**src/rtl/reservation_station.sv**
```systemverilog
// Reservation station: holds renamed ops until both operands are ready, snoops the CDB,
// dispatches the lowest-index ready entry. Optional macro RS_CDB_BYPASS_EN adds same-cycle CDB-to-issue forwarding.

module rs_entry #(
  parameter int TAG_W  = 5,
  parameter int DATA_W = 32,
  parameter int OP_W   = 6
) (
  input  logic              clk,
  input  logic              rst_n,
  input  logic              clr,
  input  logic              alloc_we,
  input  logic [OP_W-1:0]   alloc_op,
  input  logic [TAG_W-1:0]  alloc_rs_tag,
  input  logic              alloc_rs_ready,
  input  logic [DATA_W-1:0] alloc_rs_val,
  input  logic [TAG_W-1:0]  alloc_rt_tag,
  input  logic              alloc_rt_ready,
  input  logic [DATA_W-1:0] alloc_rt_val,
  input  logic [TAG_W-1:0]  alloc_dest_tag,
  input  logic              cdb_valid,
  input  logic [TAG_W-1:0]  cdb_tag,
  input  logic [DATA_W-1:0] cdb_value,
  input  logic              disp_clr,
  output logic              valid,
  output logic              eligible,
  output logic [OP_W-1:0]   op,
  output logic [DATA_W-1:0] a,
  output logic [DATA_W-1:0] b,
  output logic [TAG_W-1:0]  dest_tag
);
  logic              valid_q, valid_d;
  logic [OP_W-1:0]   op_q, op_d;
  logic [TAG_W-1:0]  rs_tag_q, rs_tag_d, rt_tag_q, rt_tag_d, dest_q, dest_d;
  logic              rs_rdy_q, rs_rdy_d, rt_rdy_q, rt_rdy_d;
  logic [DATA_W-1:0] rs_val_q, rs_val_d, rt_val_q, rt_val_d;
  logic              rs_wake, rt_wake, in_rs_hit, in_rt_hit;

  assign rs_wake   = cdb_valid && !rs_rdy_q && (cdb_tag == rs_tag_q);
  assign rt_wake   = cdb_valid && !rt_rdy_q && (cdb_tag == rt_tag_q);
  assign in_rs_hit = cdb_valid && !alloc_rs_ready && (cdb_tag == alloc_rs_tag);
  assign in_rt_hit = cdb_valid && !alloc_rt_ready && (cdb_tag == alloc_rt_tag);

  always_comb begin
    valid_d  = valid_q;
    op_d     = op_q;
    rs_tag_d = rs_tag_q;
    rt_tag_d = rt_tag_q;
    dest_d   = dest_q;
    rs_rdy_d = rs_rdy_q;
    rt_rdy_d = rt_rdy_q;
    rs_val_d = rs_val_q;
    rt_val_d = rt_val_q;
    if (alloc_we) begin
      valid_d  = 1'b1;
      op_d     = alloc_op;
      rs_tag_d = alloc_rs_tag;
      rt_tag_d = alloc_rt_tag;
      dest_d   = alloc_dest_tag;
      rs_rdy_d = alloc_rs_ready || in_rs_hit;
      rt_rdy_d = alloc_rt_ready || in_rt_hit;
      rs_val_d = in_rs_hit ? cdb_value : alloc_rs_val;
      rt_val_d = in_rt_hit ? cdb_value : alloc_rt_val;
    end else begin
      if (rs_wake) begin
        rs_rdy_d = 1'b1;
        rs_val_d = cdb_value;
      end
      if (rt_wake) begin
        rt_rdy_d = 1'b1;
        rt_val_d = cdb_value;
      end
      if (disp_clr) valid_d = 1'b0;
    end
    if (clr) valid_d = 1'b0;
  end

  // Only occupancy is reset; payload flops are don't-care while invalid.
  always_ff @(posedge clk) begin
    if (!rst_n) valid_q <= 1'b0;
    else        valid_q <= valid_d;
    op_q     <= op_d;
    rs_tag_q <= rs_tag_d;
    rt_tag_q <= rt_tag_d;
    dest_q   <= dest_d;
    rs_rdy_q <= rs_rdy_d;
    rt_rdy_q <= rt_rdy_d;
    rs_val_q <= rs_val_d;
    rt_val_q <= rt_val_d;
  end

  assign valid    = valid_q;
  assign op       = op_q;
  assign dest_tag = dest_q;
`ifdef RS_CDB_BYPASS_EN
  assign eligible = valid_q && (rs_rdy_q || rs_wake) && (rt_rdy_q || rt_wake);
  assign a        = rs_rdy_q ? rs_val_q : cdb_value;
  assign b        = rt_rdy_q ? rt_val_q : cdb_value;
`else
  assign eligible = valid_q && rs_rdy_q && rt_rdy_q;
  assign a        = rs_val_q;
  assign b        = rt_val_q;
`endif
endmodule

module reservation_station #(
  parameter int DEPTH  = 4,
  parameter int TAG_W  = 5,
  parameter int DATA_W = 32,
  parameter int OP_W   = 6,
  localparam int CW    = $clog2(DEPTH + 1),
  localparam int IW    = $clog2(DEPTH)
) (
  input  logic              clk,
  input  logic              rst_n,
  input  logic              flush,
  input  logic              alloc_valid,
  output logic              alloc_ready,
  input  logic [OP_W-1:0]   alloc_op,
  input  logic [TAG_W-1:0]  alloc_rs_tag,
  input  logic [TAG_W-1:0]  alloc_rt_tag,
  input  logic              alloc_rs_ready,
  input  logic              alloc_rt_ready,
  input  logic [DATA_W-1:0] alloc_rs_val,
  input  logic [DATA_W-1:0] alloc_rt_val,
  input  logic [TAG_W-1:0]  alloc_dest_tag,
  input  logic              cdb_valid,
  input  logic [TAG_W-1:0]  cdb_tag,
  input  logic [DATA_W-1:0] cdb_value,
  output logic              issue_valid,
  input  logic              issue_ready,
  output logic [OP_W-1:0]   issue_op,
  output logic [DATA_W-1:0] issue_a,
  output logic [DATA_W-1:0] issue_b,
  output logic [TAG_W-1:0]  issue_dest_tag,
  output logic [CW-1:0]     count
);
  logic [DEPTH-1:0]             ent_vld, ent_elig, ent_we, ent_clr;
  logic [DEPTH-1:0][OP_W-1:0]   ent_op;
  logic [DEPTH-1:0][DATA_W-1:0] ent_a, ent_b;
  logic [DEPTH-1:0][TAG_W-1:0]  ent_dest;
  logic [IW-1:0]                free_idx, sel_idx;
  logic                         any_elig, alloc_fire, disp_fire;
  logic [CW-1:0]                count_q, count_d;

  // Downward scans so the lowest index wins.
  always_comb begin
    free_idx = '0;
    sel_idx  = '0;
    any_elig = 1'b0;
    for (int i = DEPTH - 1; i >= 0; i--) begin
      if (!ent_vld[i]) free_idx = IW'(i);
      if (ent_elig[i]) begin
        sel_idx  = IW'(i);
        any_elig = 1'b1;
      end
    end
  end

  assign alloc_ready = (count_q < CW'(DEPTH));
  assign alloc_fire  = alloc_valid && alloc_ready;
  assign issue_valid = any_elig;
  assign disp_fire   = issue_valid && issue_ready;

  always_comb begin
    ent_we  = '0;
    ent_clr = '0;
    if (alloc_fire) ent_we[free_idx] = 1'b1;
    if (disp_fire)  ent_clr[sel_idx] = 1'b1;
  end

  for (genvar g = 0; g < DEPTH; g++) begin : g_ent
    rs_entry #(.TAG_W(TAG_W), .DATA_W(DATA_W), .OP_W(OP_W)) u_ent (
      .clk, .rst_n,
      .clr            (flush),
      .alloc_we       (ent_we[g]),
      .alloc_op, .alloc_rs_tag, .alloc_rs_ready, .alloc_rs_val,
      .alloc_rt_tag, .alloc_rt_ready, .alloc_rt_val, .alloc_dest_tag,
      .cdb_valid, .cdb_tag, .cdb_value,
      .disp_clr       (ent_clr[g]),
      .valid          (ent_vld[g]),
      .eligible       (ent_elig[g]),
      .op             (ent_op[g]),
      .a              (ent_a[g]),
      .b              (ent_b[g]),
      .dest_tag       (ent_dest[g])
    );
  end

  assign issue_op       = ent_op[sel_idx];
  assign issue_a        = ent_a[sel_idx];
  assign issue_b        = ent_b[sel_idx];
  assign issue_dest_tag = ent_dest[sel_idx];

  always_comb begin
    count_d = count_q + CW'(alloc_fire) - CW'(disp_fire);
    if (flush) count_d = '0;
  end

  always_ff @(posedge clk) begin
    if (!rst_n) count_q <= '0;
    else        count_q <= count_d;
  end

  assign count = count_q;
endmodule
```
**config.mk**
```make
export PLATFORM = sky130hd
export DESIGN_NAME = reservation_station
export DESIGN_NICKNAME = d
export VERILOG_FILES = /design/src/rtl/reservation_station.sv
export SDC_FILE = /design/constraint.sdc
export NUM_CORES = 1
export LEC_CHECK = 0
export CAP_MARGIN = 5
export CELL_PAD_IN_SITES_DETAIL_PLACEMENT = 0
export CELL_PAD_IN_SITES_GLOBAL_PLACEMENT = 1
export CORE_MARGIN = 2
export CORE_UTILIZATION = 42
export DETAILED_ROUTE_END_ITERATION = 16
export MAX_ROUTING_LAYER = met4
export PLACE_DENSITY = 0.75
export SYNTH_ARGS = -nofsm -noshare
export SYNTH_HDL_FRONTEND = slang
export SYNTH_SLANG_ARGS = --single-unit
```
**constraint.sdc**
```tcl
create_clock -name clk -period 5.5 [get_ports clk]
set_input_delay 1.1 -clock clk [delete_from_list [all_inputs] [get_ports clk]]
set_output_delay 1.1 -clock clk [all_outputs]
set_load 0.05 [all_outputs]
```
# --- After elaboration in Yosys (flattened, before gate mapping) ---
# Cells that the tools add are included.
classes:
  addsub: 2
  mul: 0
  div: 0
  order_cmp: 5
  eq_ne: 10
  n_shift: 0
  muxes: 68
  n_bitwise: 1
  n_reduce_logical: 57
ops:
  columns: ["operator", "n"]
  rows:
  - ["two-way mux 32 bit", 20]
  - ["binary-select mux 32 bit (select 2 bit)", 2]
  - ["== test 5 bit", 10]
  - ["logical AND 1 bit", 32]
  - ["two-way mux 1 bit", 30]
  - ["nonzero test 2 bit", 12]
  - ["two-way mux 2 bit", 8]
  - ["binary-select mux 6 bit (select 2 bit)", 1]
  - ["binary-select mux 5 bit (select 2 bit)", 1]
  - ["zero test 1 bit", 10]
  - ["two-way mux 4 bit", 2]
  - ["< comparator 2 x 3 -> 1 bit (second input constant)", 2]
  - ["two-way mux 6 bit", 1]
  - ["two-way mux 5 bit", 1]
  - ["demux 1 bit (select 2 bit)", 2]
  - [">= comparator 2 x 1 -> 1 bit (second input constant)", 2]
  - ["adder 3 x 1 -> 3 bit", 1]
  - ["< comparator 3 bit (second input constant)", 1]
  - ["subtractor 3 x 1 -> 3 bit", 1]
  - ["logical OR 1 bit", 2]
  - ["OR reduction 2 bit", 1]
  - ["NOT 1 bit", 1]
word_totals:
  reg_bits: 355
  latch_bits: 0
  mem_bits_rw: 0
  mem_bits_ro: 0
  output_inout_bits: 80
  wordCells: 180
  mem_count: 0

# --- Longest topological paths before layout ---
# Gate-level depths: netlist (run 1).
logic_depth:
  depth_word: 13
  depth_mapped: 12
  ltp_nobuf: 11

# --- Modules after synthesis ---
# From an unflattened synthesis (run 1), not the netlist that was laid out.
unflattened:
  hier_cells: 1200
  area_unflattened_um2: 18153.7
modules_own_cells:
  columns: ["mod", "n_inst", "cells_per_inst", "area_each_um2", "seq_area_each_um2"]
  rows:
  - ["rs_entry", 4, 204, 3886.2, 2632.5]
  - ["reservation_station", 1, 384, 2608.8, 60.1]

# --- Worst setup path after synthesis (run 1) ---
# OpenSTA, ideal clock, no wires.
synth_timing:
  path_type: "input-to-reg"
  startpoint: "in cdb_tag[2]"
  endpoint: "reg g_ent[1].u_ent.rt_val_q[0] (enable)"
  setup_ps: 515
  arrival_time_ps: 4990
  required_ps: 4985
  path_slack_ps: -6
  path_stages: 4
  n_path_buf: 1
  path_cell_list: "buf_2 xnor2_1 nand4_1 o41ai_1"
synth_between:
  elab_chain_len: 3
synth_rtl:
  columns: ["item", "line_no", "rtl"]
  rows:
  - ["start: declaration", "128", "input logic [TAG_W-1:0] cdb_tag,"]
  - ["== test 5 bit", "40", "assign rt_wake = cdb_valid && !rt_rdy_q && (cdb_tag == rt_tag_q);"]
  - ["logical AND 1 bit", "40", null]
  - ["nonzero test 2 bit (no line)", null, null]
  - ["end signal: assignment", "89", "rt_val_q <= rt_val_d;"]
  - ["end: declaration", "36", "logic [DATA_W-1:0] rs_val_q, rs_val_d, rt_val_q, rt_val_d;"]
# No other way between the ends.
# A chain may end at the register's enable or synchronous reset.

# --- Worst setup path in the final report (run 1) ---
layout_timing:
  startpoint: "reg g_ent[1].u_ent.valid_q"
  endpoint: "out issue_b[13]"
layout_between:
  elab_chain_len: 6
layout_rtl:
  columns: ["item", "line_no", "rtl"]
  rows:
  - ["start: declaration", "32", "logic valid_q, valid_d;"]
  - ["start signal: assignment", "81", "else valid_q <= valid_d;"]
  - ["logical AND 1 bit (2 in a row)", "100", "assign eligible = valid_q && rs_rdy_q && rt_rdy_q;"]
  - ["two-way mux 2 bit (2 in a row)", "153", "if (ent_elig[i]) begin"]
  - ["binary-select mux 32 bit (select 2 bit)", "192", "assign issue_b = ent_b[sel_idx];"]
  - ["two-way mux 32 bit (implied by the code)", "192", null]
  - ["end: declaration", "134", "output logic [DATA_W-1:0] issue_b,"]
# No other way between the ends. The select of a mux whose other input is x is not followed.

==> impl_metrics.yaml, run 1 <==
floorplan:
  die_width_um: 203
  fp.dieH_um: 203
  io_pins: 210
  row_count: 73
  initial_core_util: 0.423
  die_area_um2: 41400
  coreArea_um2: 39500
timing:
  fin_crit_ns: 4.85
  timing_hold_violations_final: 0
  slew_headroom: 0.204
  slew_viol_final: 0
  fin_crit_sh: 0.882
  grt_setup_unrepaired: "false"
  worst_slack_ns: 0.649
  fin_worst_skew_ns: 0.00959
  clock.fmax_ghz: 0.206
  tightest_slew_ns: 1.19
  finalSetupTns_ns: 0
  setup_viol: 0
setup_path:
  rr_worst_depth: 11
  critPathCaptureType: "primary output"
  rrSetupSlack_ns: 2.69
  cp_data_arrival_time_ns: 3.75
  reg2reg_to: "count[2]$_SDFF_PP0_"
  critPathCapture: "issue_b[13]"
  cp.required_ns: 4.40
  r2r_start: "g_ent[1].u_ent.valid$_SDFFE_PP0P_"
  cp_max_fo: 42
  worst_setup_path_start_kind: "flop"
  startpoint: "g_ent[1].u_ent.valid$_SDFFE_PP0P_"
  critPathKind: "flop to primary output"
power_and_ir_drop:
  power_frac_comb: 0.119
  p_sw_mw: 1.52
  netSwitchingFraction: 0.234
  clkPwrFrac: 0.407
  internal_power_mw: 4.99
  ir_worst_vdd_v: 0.000169
  sequentialPowerShare: 0.475
  p_per_area_nw_per_um2: 313
  p_leak_nw: 6.81
final_layout:
  ff_latch_area_um2: 10600
  drive_gt1_frac: 0.270
  syn2layout_area_growth_pct: 24.6
  multi_input_area_um2: 5920
  fillCellCount: 3374
  fin_nets: 1468
  final_area_um2: 20800
synth:
  synth_top_family_by_area: "multiplexers"
  ys_seq_elements: 355
  synth_warnings: 0
  synth_flop_cell: "edfxtp_1"
  synth.avg_cell_area_um2: 14.6
  syn_inst: 1143
  syn_nets: 1276
  synthAdderAreaFrac: 0.00270
  syn-cell-area_um2: 16700
  synth_compound_gate_area_share: 0.0792
  synth_cell_types: 40
  async_flop_share: 0
  synth-edff-count: 348
  ys_seq_area_frac: 0.634
  synth-simple-area-share: 0.0604
  yosys-mux-area-fraction: 0.173
  synthXorXnorAreaFrac: 0.0257
clocking:
  cts-hold-fix-buffers: 0
  clock_path_buffers: 3
  cts_made_buffers: 39
  cts_num_sinks: 355
  cts_tree: "built"
  htreeDepth: 2
  cts_root_buf: "clkbuf_16"
  clock_latency_ns: 0.53
  clk_pin_slew_ns: 0.06
  cts_setup_buffers: 0
  cts_resized: 0
route:
  wire_per_inst_um: 25.8
  wl_um: 48800
  first_iter_violations: 869
  ant_nets: 0
  viasPerCell: 5.82
  drt-pass1-iter-count: 5
  vias: 11000
  drcViolationCount: 0
grt:
  grtUsageTotal: 0.243
  grt_start_max_net_pins: 52
  grt_pass1_vias: 11100
  grt_first_pass_wirelength_um: 72000
  grt_overflow_total: 0
  grt_antenna_before_repair: 5
run:
  cap_viol_max_count: 0
min_path:
  hold_depth: 2
  hold_start: "g_ent[3].u_ent.valid$_SDFFE_PP0P_"
  min_path_type: "flop to flop"
status:
  status: "finished, final reports clean"
placed_design:
  io_buffer_count: 209
  hpwl_um: 28600
  dp_slack_ns: 1.17
  post_dp_cell_area_um2: 19500
  gp_congestion: 0.755
-- cells in the mapped netlist (all sizes together) (6+ instances only) --
library cell  count  share of area
a21oi            84          0.025
a221o            75          0.045
buf              50          0.014
clkbuf           36         0.0081
dfxtp             7         0.0084
edfxtp          348           0.63
inv              14         0.0031
mux2            256           0.17
nand2            85          0.019
nand3            30         0.0090
nand4            54          0.020
nor2              6         0.0013
o21ai             7         0.0021
xnor2            29          0.015
xor2             20          0.010
-- stage by stage --
stage,hold slack [ns],instances,power [mW],util
after floorplan,0.508,1143,3.59,-
after global placement,0.570,1819,3.91,0.495
after detailed placement,0.579,1819,3.92,0.495
after CTS,0.585,1890,6.58,0.527
after global routing,0.639,1895,6.71,0.528
final,0.584,1895,6.52,0.528
-- state kept, by name, indices dropped and copies added (netlist names), 20 cells and up --
name / flops
g_ent.u_ent.b: 128
g_ent.u_ent.rs_tag_q: 20
g_ent.u_ent.dest_tag: 20
g_ent.u_ent.a: 128
g_ent.u_ent.rt_tag_q: 20
g_ent.u_ent.op: 24
-- routing by layer --
layer  routed length [um]  share of wire  GRT usage
met3                 3210          0.066     0.0417
met4                 1160          0.024     0.0688
met1                20400           0.42      0.313
met2                24100           0.49      0.397
met5                    0              0          -
-- critical path, cell delays in order (launching register included) --
cell and delay [ns]:
dfxtp_1 0.50, and3_4 0.65, buf_4 0.53, nand2_1 0.10, a21oi_1 0.39, a221o_1 0.19, clkdlybuf4s50_1 0.80
-- final cells by class --
class,instances,share of cell area
tap,525,0.0315
clock buffer,48,0.0505
sequential,355,0.509
timing repair buffer,237,0.111
inverter,14,0.00252
antenna,5,0.000601
multi-input combinational,688,0.284
clock inverter,23,0.0115
-- worst min path at each step --
stage / to / slack [ns]
after floorplan: g_ent[1].u_ent.valid$_SDFFE_PP0P_ / 0.51
after global placement: g_ent[3].u_ent.valid$_SDFFE_PP0P_ / 0.57
after detailed placement: g_ent[3].u_ent.valid$_SDFFE_PP0P_ / 0.58
after CTS: g_ent[3].u_ent.valid$_SDFFE_PP0P_ / 0.58
after global routing: count[0]$_SDFF_PP0_ / 0.64
final: g_ent[3].u_ent.valid$_SDFFE_PP0P_ / 0.58
-- cell families after synthesis --
logic type / Yosys count
xor gates and xnor gates: 49
DFF: 355
and+or+nand+nor: 201
AOI/OAI and AO/OA: 179
buffers and inverters: 100
muxes: 256
adders and majority gates: 3
-- power by group through the flow --
stage / logic [mW] / clock network [mW] / registers, mW
6_report: 0.773 / 2.65 / 3.09
4_1_cts: 0.777 / 2.70 / 3.09
3_5_place_dp: 0.773 / 0 / 3.15
5_1_grt: 0.815 / 2.80 / 3.10
3_3_place_gp: 0.764 / 0 / 3.15
2_1_floorplan: 0.442 / 0 / 3.15
-- cells in the final DEF, fill, tap and decap left out, types with 6 or more instances in the layout --
master | netlist | routed
edfxtp_1 | 348 | 348
mux2_2 | 255 | 255
clkdlybuf4s50_1 | 0 | 209
nand2_1 | 85 | 85
a21oi_1 | 83 | 80
a221o_1 | 75 | 75
nand4_1 | 54 | 54
clkbuf_16 | 0 | 41
xnor2_1 | 29 | 29
nand3_1 | 30 | 28
buf_4 | 5 | 28
xor2_1 | 20 | 20
inv_1 | 14 | 14
clkinv_1 | 0 | 8
clkinv_2 | 0 | 7
clkbuf_1 | 36 | 7
dfxtp_1 | 7 | 7
nor2_1 | 6 | 6
No activity file was read; power rests on OpenSTA's default activity.
==> run 2, diff against run 1 <==
CORE_UTILIZATION = 48   (was 42)
DONT_BUFFER_PORTS = 1   (was unset)
PLACE_DENSITY = 0.74   (was 0.75)
==> run 2 against run 1 <==
  * First-iteration DRC count decreased by 11%
  * Hold slack got worse by 0.021 ns
  * Combinational power decreased by 34%
  * Largest cell class unchanged
  * Clock power decreased by 7.9%
  * Non-clock buffer count decreased by 215
  * Cell count decreased by 16%
  * Register-to-register slack got worse by 0.64 ns
  * Clock-buffer cell count increased by 5
  * Power decreased by 7.2%
==> impl_metrics.yaml, run 2 (same netlist as run 1, synthesis figures left out) <==
status:
  status: "finished, final reports clean"
route:
  viasPerCell: 6.27
  first_iter_violations: 776
  drcViolationCount: 0
  wl_um: 45000
  wl_met2_um: 21600
  vias: 10000
  ant_nets: 0
  wire_per_inst_um: 28.1
  routed.top_layer: "met4"
  drt-pass1-iter-count: 5
  met1Wirelength_um: 18900
  met3_wirelength_um: 3420
final_layout:
  drive_gt1_frac: 0.311
  final_area_um2: 18500
  final_cell_mix: "edfxtp_1, mux2_2, nand2_1"
  diodes: 0
  syn2layout_area_growth_pct: 10.5
  final_common_cell: "edfxtp_1"
  fin_util: 0.537
  fin_nets: 1253
clocking:
  cts_setup_buffers: 0
  clock_path_buffers: 3
  cts_num_sinks: 355
  clk_pin_slew_ns: 0.06
  htreeDepth: 2
  cts_made_buffers: 39
  cts-hold-fix-buffers: 0
  cts_resized: 0
  cts_root_buf: "clkbuf_16"
  cts_tree: "built"
  clock_latency_ns: 0.52
timing:
  holdWs_ns: 0.563
  fin_crit_ns: 4.39
  slew_viol_final: 0
  timing_hold_violations_final: 0
  grt_setup_unrepaired: "false"
  setup_viol: 0
  tightest_slew_ns: 1.11
  fin_worst_skew_ns: 0.0181
  fin_crit_sh: 0.798
  clock.fmax_ghz: 0.228
  finalSetupTns_ns: 0
  slew_headroom: 0.262
setup_path:
  worst_setup_path_start_kind: "flop"
  startpoint: "g_ent[0].u_ent.valid$_SDFFE_PP0P_"
  cpPeakStageDelay_ns: 0.95
  r2r_start: "g_ent[0].u_ent.valid$_SDFFE_PP0P_"
  rr_worst_depth: 11
  rrSetupSlack_ns: 2.05
  cp_max_fo: 80
  cp_slowest_cell: "and3_4"
  cp_data_arrival_time_ns: 3.29
  reg2reg_to: "count[2]$_SDFF_PP0_"
  crit_chain: "and3_4 > a21o_4 > a221o_1"
  cp.required_ns: 4.40
  critPathCaptureType: "primary output"
  critPathKind: "flop to primary output"
floorplan:
  row_count: 68
  die_width_um: 191
  initial_core_util: 0.486
  coreArea_um2: 34400
  io_pins: 210
  fp.dieH_um: 191
  die_area_um2: 36300
run:
  cap_viol_max_count: 0
grt:
  grt_first_pass_wirelength_um: 66100
  grt_antenna_before_repair: 0
  grt_start_max_net_pins: 81
  grtUsageTotal: 0.255
  grt_pass1_vias: 10100
  grt_overflow_total: 0
power_and_ir_drop:
  ir_worst_vdd_v: 0.000224
  p_leak_nw: 5.91
  p_total_mw: 6.05
  p_per_area_nw_per_um2: 328
min_path:
  hold_path_end: "g_ent[3].u_ent.valid$_SDFFE_PP0P_"
  min_path_type: "flop to flop"
  hold_start: "g_ent[3].u_ent.valid$_SDFFE_PP0P_"
  hold_depth: 2
placed_design:
  hpwl_um: 27600
  gp_congestion: 0.767
  io_buffer_count: 0
  post_dp_cell_area_um2: 17300
-- run 2: cell types whose count changed in the layout (fill, tap and decap cells not counted), sizes merged --
cell,change
clkbuf,+5
clkdlybuf4s50,-209
diode,-5
clkinvlp,-2
bufinv,-4
buf,-6
clkinv,-4
-- run 2: routing by layer --
layer | up-vias | global-route usage
met5 | - | -
met4 | 0 | 0.0665
met3 | 68 | 0.0512
met2 | 416 | 0.401
met1 | 5085 | 0.340
li1 | 4464 | -
-- run 2: report_power, final --
group | switching, mW | leakage, nW | internal (mW)
clock network | 1.01 | 0.578 | 1.43
logic | 0.331 | 2.08 | 0.178
registers | 0.0287 | 3.25 | 3.07
total | 1.37 | 5.91 | 4.67
-- run 2: final cells by class --
class | instances | area, um2
inverter | 14 | 52.6
fill | 2864 | 15900
clock inverter | 13 | 82.6
tap | 455 | 569
timing repair buffer | 22 | 165
sequential | 355 | 10600
multi-input combinational | 688 | 5910
clock buffer | 53 | 1090
-- run 2: worst max-delay path by stage --
| stage | to | depth (start not counted) |
|---|---|---|
| global route | issue_b[30] | 3 |
| finish | issue_b[17] | 3 |
| floorplan | g_ent[1].u_ent.a[0]$_DFFE_PP_ | 4 |
| global placement | issue_a[16] | 3 |
| detailed placement | issue_b[22] | 3 |
| CTS | issue_b[22] | 3 |
-- run 2: per-stage QoR --
| stage | setup slack [ns] | instances |
|---|---|---|
| final | 1.11 | 1600 |
| after global routing | 0.958 | 1600 |
| after CTS | 1.07 | 1600 |
| after detailed placement | 1.62 | 1534 |
| after global placement | 1.72 | 1534 |
| after floorplan | 1.57 | 1143 |
-- run 2: worst max-delay path, delay by kind of cell, from the launching register on --
kind,cells,cell delay [ns]
compound gates,2,1.34
flops,1,0.41
simple gates,1,0.95
